**config.mk**
```make
export PLATFORM = sky130hd
export DESIGN_NAME = pc_gen
export DESIGN_NICKNAME = d
export VERILOG_FILES = /design/src/rtl/pc_gen.sv
export SDC_FILE = /design/constraint.sdc
export NUM_CORES = 1
export LEC_CHECK = 0
export ABC_AREA = 0
export BUFFER_PORTS_ARGS = -buffer_cell sky130_fd_sc_hd__buf_4
export CORE_MARGIN = 2
export CORE_UTILIZATION = 55
export DETAILED_ROUTE_END_ITERATION = 7
export PLACE_DENSITY_LB_ADDON = 0.2
export SYNTH_ARGS = -nofsm -noshare
export SYNTH_HDL_FRONTEND = slang
export SYNTH_SLANG_ARGS = --single-unit
```
**constraint.sdc**
```tcl
create_clock -name clk_i -period 2.7 [get_ports clk_i]
set_input_delay 0.135 -clock clk_i [delete_from_list [all_inputs] [get_ports clk_i]]
set_output_delay 0.135 -clock clk_i [all_outputs]
set_load 0.05 [all_outputs]
```
**src/rtl/pc_gen.sv**
```systemverilog
// pc_gen -- program-counter generator at the head of the IF stage.
//
// A start/halt state machine gates fetch. While running, the PC either
// steps by STEP, loads a branch/jump target, or holds during a hazard stall.
// A redirect that arrives during a stall is buffered and applied when the
// stall releases, so that no redirect is lost. Every output is registered,
// so there is no combinational path from any input to pc_o.
//
// Optional feature (compile-time macro PC_ALIGN_CHK_EN):
//   A redirect whose low ALIGN_BITS bits are non-zero loads TRAP_VEC instead
//   of the target and pulses misalign_o for one cycle. The check is made
//   when the redirect is applied, not when it is buffered. When the macro is
//   undefined, targets load unchanged and misalign_o is tied low.
//
// Parameters:
//   WIDTH      PC / target width in bits
//   RESET_VEC  PC value after reset and while idle
//   STEP       sequential increment in bytes
//   ALIGN_BITS low target bits that must be zero (alignment check only)
//   TRAP_VEC   PC loaded on a misaligned redirect (alignment check only)
//
// Ports:
//   clk_i       clock, rising edge
//   rst_n_i     asynchronous active-low reset
//   start_i     IDLE->RUN or HALT->RUN
//   halt_i      RUN->HALT, stops fetch
//   stall_i     hazard stall, holds the PC
//   redirect_i  branch/jump taken this cycle
//   target_i    redirect target address
//   pc_o        current fetch address
//   valid_o     pc_o is a live fetch address
//   pend_o      a buffered redirect is waiting for the stall to release
//   misalign_o  one-cycle pulse on a trapped redirect

module pc_gen #(
  parameter int unsigned      WIDTH      = 32,
  parameter logic [WIDTH-1:0] RESET_VEC  = '0,
  parameter int unsigned      STEP       = 4,
  parameter int unsigned      ALIGN_BITS = 2,
  parameter logic [WIDTH-1:0] TRAP_VEC   = WIDTH'(32'h0000_0100)
) (
  input  logic             clk_i,
  input  logic             rst_n_i,
  input  logic             start_i,
  input  logic             halt_i,
  input  logic             stall_i,
  input  logic             redirect_i,
  input  logic [WIDTH-1:0] target_i,
  output logic [WIDTH-1:0] pc_o,
  output logic             valid_o,
  output logic             pend_o,
  output logic             misalign_o
);

  localparam logic [WIDTH-1:0] STEP_W     = WIDTH'(STEP);
  localparam logic [WIDTH-1:0] ALIGN_MASK = (WIDTH'(1) << ALIGN_BITS) - WIDTH'(1);

  // Elaboration-time sanity checks on the configuration.
  if (ALIGN_BITS == 0 || ALIGN_BITS >= WIDTH) begin : g_bad_align
    $error("pc_gen: ALIGN_BITS must be in 1..WIDTH-1");
  end
  if ((TRAP_VEC & ALIGN_MASK) != '0) begin : g_bad_trap
    $error("pc_gen: TRAP_VEC must itself be aligned");
  end
  if ((RESET_VEC & ALIGN_MASK) != '0) begin : g_bad_reset
    $error("pc_gen: RESET_VEC must itself be aligned");
  end

  typedef enum logic [1:0] {
    IDLE = 2'd0,
    RUN  = 2'd1,
    HALT = 2'd2
  } state_t;

  state_t           state;
  state_t           state_nx;
  logic [WIDTH-1:0] pc;
  logic [WIDTH-1:0] pc_nx;
  logic [WIDTH-1:0] pend_tgt;
  logic [WIDTH-1:0] pend_tgt_nx;
  logic             valid;
  logic             valid_nx;
  logic             pend;
  logic             pend_nx;
  logic             apply;
  logic [WIDTH-1:0] apply_tgt;
  logic             mis_nx;

  // Register stage: all visible outputs come straight from flops.
  always_ff @(posedge clk_i or negedge rst_n_i) begin
    if (!rst_n_i) begin
      state    <= IDLE;
      pc       <= RESET_VEC;
      pend_tgt <= '0;
      valid    <= 1'b0;
      pend     <= 1'b0;
    end else begin
      state    <= state_nx;
      pc       <= pc_nx;
      pend_tgt <= pend_tgt_nx;
      valid    <= valid_nx;
      pend     <= pend_nx;
    end
  end

  // Next-state logic. The RUN branch encodes the priority
  // halt > redirect > pending redirect > step, with the stall case
  // only buffering.
  always_comb begin
    state_nx    = state;
    pc_nx       = pc;
    pend_tgt_nx = pend_tgt;
    pend_nx     = pend;
    apply       = 1'b0;
    apply_tgt   = target_i;
    mis_nx      = 1'b0;

    unique case (state)
      IDLE: begin
        if (start_i) state_nx = RUN;
      end
      RUN: begin
        if (halt_i) begin
          state_nx = HALT;
          pend_nx  = 1'b0;
        end else if (!stall_i) begin
          pend_nx = 1'b0;
          if (redirect_i) begin
            apply     = 1'b1;
            apply_tgt = target_i;
          end else if (pend) begin
            apply     = 1'b1;
            apply_tgt = pend_tgt;
          end else begin
            pc_nx = pc + STEP_W;
          end
        end else if (redirect_i) begin
          // Only the newest redirect of a stall is kept.
          pend_nx     = 1'b1;
          pend_tgt_nx = target_i;
        end
      end
      HALT: begin
        if (start_i) state_nx = RUN;
      end
      default: begin
        state_nx = IDLE;
      end
    endcase

    if (apply) begin
`ifdef PC_ALIGN_CHK_EN
      if ((apply_tgt & ALIGN_MASK) != '0) begin
        pc_nx  = TRAP_VEC;
        mis_nx = 1'b1;
      end else begin
        pc_nx = apply_tgt;
      end
`else
      pc_nx = apply_tgt;
`endif
    end

    valid_nx = (state_nx == RUN);
  end

`ifdef PC_ALIGN_CHK_EN
  logic mis;

  always_ff @(posedge clk_i or negedge rst_n_i) begin
    if (!rst_n_i) begin
      mis <= 1'b0;
    end else begin
      mis <= mis_nx;
    end
  end

  assign misalign_o = mis;
`else
  // Without the alignment check there is never a trap to report.
  logic unused_mis;
  assign unused_mis = mis_nx;
  assign misalign_o = 1'b0;
`endif

  assign pc_o    = pc;
  assign valid_o = valid;
  assign pend_o  = pend;

endmodule
```
==> results.sh <==
export IMPL_reg2reg_slack_ns=0.50
export IMPL_grt_usage_pct=28.4
export IMPL_first_pass_iters=5
export IMPL_async_flop_share_pct=100
export IMPL_num_rows=29
export IMPL_period_needed_ns=2.20
export IMPL_ios=73
export IMPL_cts_root_buf="clkbuf_8"
export IMPL_powerDensity_nw_per_um2=1050
export IMPL_cts_max_level=3
export IMPL_p_leak_nw=1.85
export IMPL_instances_no_fill=506
export IMPL_setup_violations=0
export IMPL_postSynthCellCount=360
export IMPL_final_cell_mix="buf_4 (82), dfrtp_1 (68), mux2_2 (34), nand2_1 (17), a21oi_1 (17)"
export IMPL_die_y_um=85.7
export IMPL_fill_cells=524
export IMPL_seq_power_share_pct=39.8
export IMPL_hold_viol=0
export IMPL_fin_nets=465
export IMPL_tightest_slew_ns=0.869
export IMPL_combPwrFrac_pct=44.8
export IMPL_min_path_type="in2reg"
export IMPL_drive_above_1_share_pct=30.5
export IMPL_critPathLaunch="pc_o[6]"
export IMPL_synthAdderAreaFrac_pct=0.341
export IMPL_drc=0
export IMPL_p_sw_share_pct=45.5
export IMPL_numCtsBuffers=9
export IMPL_path_max_fanout=11
export IMPL_clock_path_buffers=2
export IMPL_synth_edf_count=0
export IMPL_place_inst=491
export IMPL_grt_setup_unrepaired="no"
export IMPL_post_place_ws_ns=0.576
export IMPL_synth_top_family_by_area="compound AO/OA/AOI/OAI gates"
export IMPL_antenna_cells=0
export IMPL_maxCapViolations=0
export IMPL_gp_congestion=0.860
export IMPL_p_sw_mw=2.11
export IMPL_ff2ff_path_depth=5
export IMPL_synth_ff_type="dfrtp_1"
export IMPL_clockPowerShare_pct=15.4
export IMPL_mostFrequentLayoutCell="buf_4"
export IMPL_synth_compound_area_share_pct=18.5
export IMPL_p_int_mw=2.54
export IMPL_drtAntennaViolNets=0
export IMPL_crit_chain="and4_1, nand4_1, buf_4, or4_1, o211ai_1"
export IMPL_grt_pass1_vias=3239
export IMPL_post_dp_cell_area_um2=4270
export IMPL_cts_tree="done"
export IMPL_min_from="target_i[1]"
export IMPL_yosysWarnings=0
export IMPL_r2r_start="pc_o[6]"
export IMPL_status="complete, no violations"
export IMPL_start_kind="flop"
export IMPL_grt_pass1_wl_um=16100
export IMPL_drv_slew=0
export IMPL_cp_end_kind="flop"
export IMPL_synthMuxAreaShare_pct=11.3
export IMPL_vias_per_cell=6.55
export IMPL_fmaxAchievable_mhz=455
export IMPL_grt_ovfl_total=0
export IMPL_path_class="reg2reg"
export IMPL_fin_skew_ns=0.00922
export IMPL_hpwlAfterDp_um=6650
export IMPL_ys_seq_area_share_pct=46.4
export IMPL_yosysUniqueCellTypes=53
export IMPL_final_setup_tns_ns=0
export IMPL_synth_simple_area_share_pct=18.5
export IMPL_fin_crit_sh_pct=81.4
export IMPL_holdWs_ns=0.0241
export IMPL_design_area_um2=4430
export IMPL_antenna_found_initial=0
export IMPL_drt_iter0_drc=245
export IMPL_setup_slack_ns=0.501
export IMPL_critPathRequiredTime_ns=2.96
export IMPL_start_util_pct=57.4
export IMPL_fp_dieArea_um2=7340
export IMPL_area_growth_pct=20.9
export IMPL_die_w_um=85.7
export IMPL_clkSinkCount=68
export IMPL_synth_area_um2=3670
export IMPL_clkTransAtPathRegs_ns=0.07
export IMPL_maxSlewHeadroom_pct=42.0
export IMPL_grt_max_degree=69
export IMPL_slowest_delay_ns=0.51
export IMPL_wire_per_inst_um=19.4
export IMPL_ys_ff_latch=68
export IMPL_cp_slowest_cell="or4_1"
export IMPL_vias=3314
export IMPL_syn_area_per_cell_um2=10.2
export IMPL_wl_um=9830
export IMPL_fp_coreArea_um2=6390
export IMPL_hold_path_depth=3
export IMPL_syn_nets=399
export IMPL_insertion_delay_ns=0.35
export IMPL_cts_setup_buffers=0
export IMPL_crit_arrival_ns=2.46
export IMPL_peakVddDrop_mv=0.774
export IMPL_io_buffer_count=71
export IMPL_synthXorXnorAreaFrac_pct=1.19
==> state kept, by name, indices dropped and copies added (netlist names) <==
register  flops
pend_tgt     32
pend_o        1
state         2
pc_o         32
valid_o       1
==> worst paths after layout <==
path                                 to
setup reg to reg               pc_o[24]
setup / recovery               pc_o[24]
max in group asynchronous       valid_o
min in group asynchronous  pend_tgt[10]
hold / removal                  pc_o[1]
hold reg to reg             pend_tgt[7]
==> kinds of logic (layout without fill, tap and decap cells) <==
family | Yosys count | count (layout)
and+or+nand+nor | 116 | 116
AOI/OAI and AO/OA | 98 | 98
DFF | 68 | 68
muxes | 37 | 37
buffers and inverters | 34 | 103
xor gates and xnor gates | 5 | 5
adders and majority gates | 1 | 1
other | 1 | 1
==> power groups by stage <==
stage	Sequential, mW	Combinational [mW]	Clock [mW]
6_report	1.85	2.08	0.716
3_5_place_dp	1.85	2.08	0
2_1_floorplan	2.48	0.754	0
4_1_cts	1.84	2.09	0.728
5_1_grt	1.92	2.21	0.769
3_3_place_gp	1.82	2.05	0
==> cell usage after synthesis (2+ instances only) <==
library cell / n / area (um^2)
dfrtp_1: 68 / 1700
mux2_2: 34 / 383
clkbuf_1: 24 / 90.1
a21oi_1: 17 / 85.1
nand2_1: 17 / 63.8
nand3_1: 16 / 80.1
nand4_1: 15 / 93.8
o211ai_1: 15 / 113
a22oi_1: 14 / 105
o21ai_0: 14 / 70.1
nor2_1: 11 / 41.3
and3_1: 10 / 62.6
o22ai_1: 10 / 62.6
or4_1: 10 / 75.1
nor3_1: 8 / 40.0
and4_1: 6 / 52.6
inv_1: 6 / 22.5
a22o_1: 5 / 43.8
nor4_1: 5 / 31.3
nand2b_1: 4 / 25.0
nor2b_1: 4 / 25.0
or3_1: 4 / 25.0
a211oi_1: 3 / 22.5
mux2i_1: 3 / 30.0
xnor2_1: 3 / 26.3
a221o_1: 2 / 20.0
a32oi_1: 2 / 17.5
buf_2: 2 / 10.0
o22a_1: 2 / 17.5
o311ai_0: 2 / 17.5
xor2_1: 2 / 17.5
==> area by class of cell <==
class	count	area [um^2]	area share [%]
multi-input cells	258	1830	41.3
flip-flops and latches	68	1700	38.4
repair buffers	83	626	14.1
clock buffers	11	141	3.19
well taps	77	96.3	2.17
inverters	6	22.5	0.508
clock inverters	3	15.0	0.339
==> timing repair <==
item                      4_1_cts  5_1_grt
hold endpoints to repair       68        0
gates resized for setup         0        0
hold buffers                    1        0
==> stage by stage <==
step           power (mW)  util [%]
4_1_cts              4.65      69.4
2_1_floorplan        3.23         -
3_5_place_dp         3.93      66.8
5_1_grt              4.89      69.4
3_3_place_gp         3.87      66.8
6_report             4.65      69.4
==> layer usage <==
layer | up-vias | share of wire [%] | global-route usage, %
li1 | 1531 | - | -
met1 | 1617 | 45 | 40.4
met2 | 148 | 46 | 43.5
met3 | 18 | 6.3 | 5.20
met4 | 0 | 1.9 | 10.8
met5 | - | 0 | 0
==> worst max-delay path, delay by kind of cell, from the launching register on <==
family / cells / cell delay, ns
buf+inv: 1 / 0.32
flops: 1 / 0.47
simple gates: 3 / 1.23
compound gates: 1 / 0.10
(Power assumes the default switching activity.)
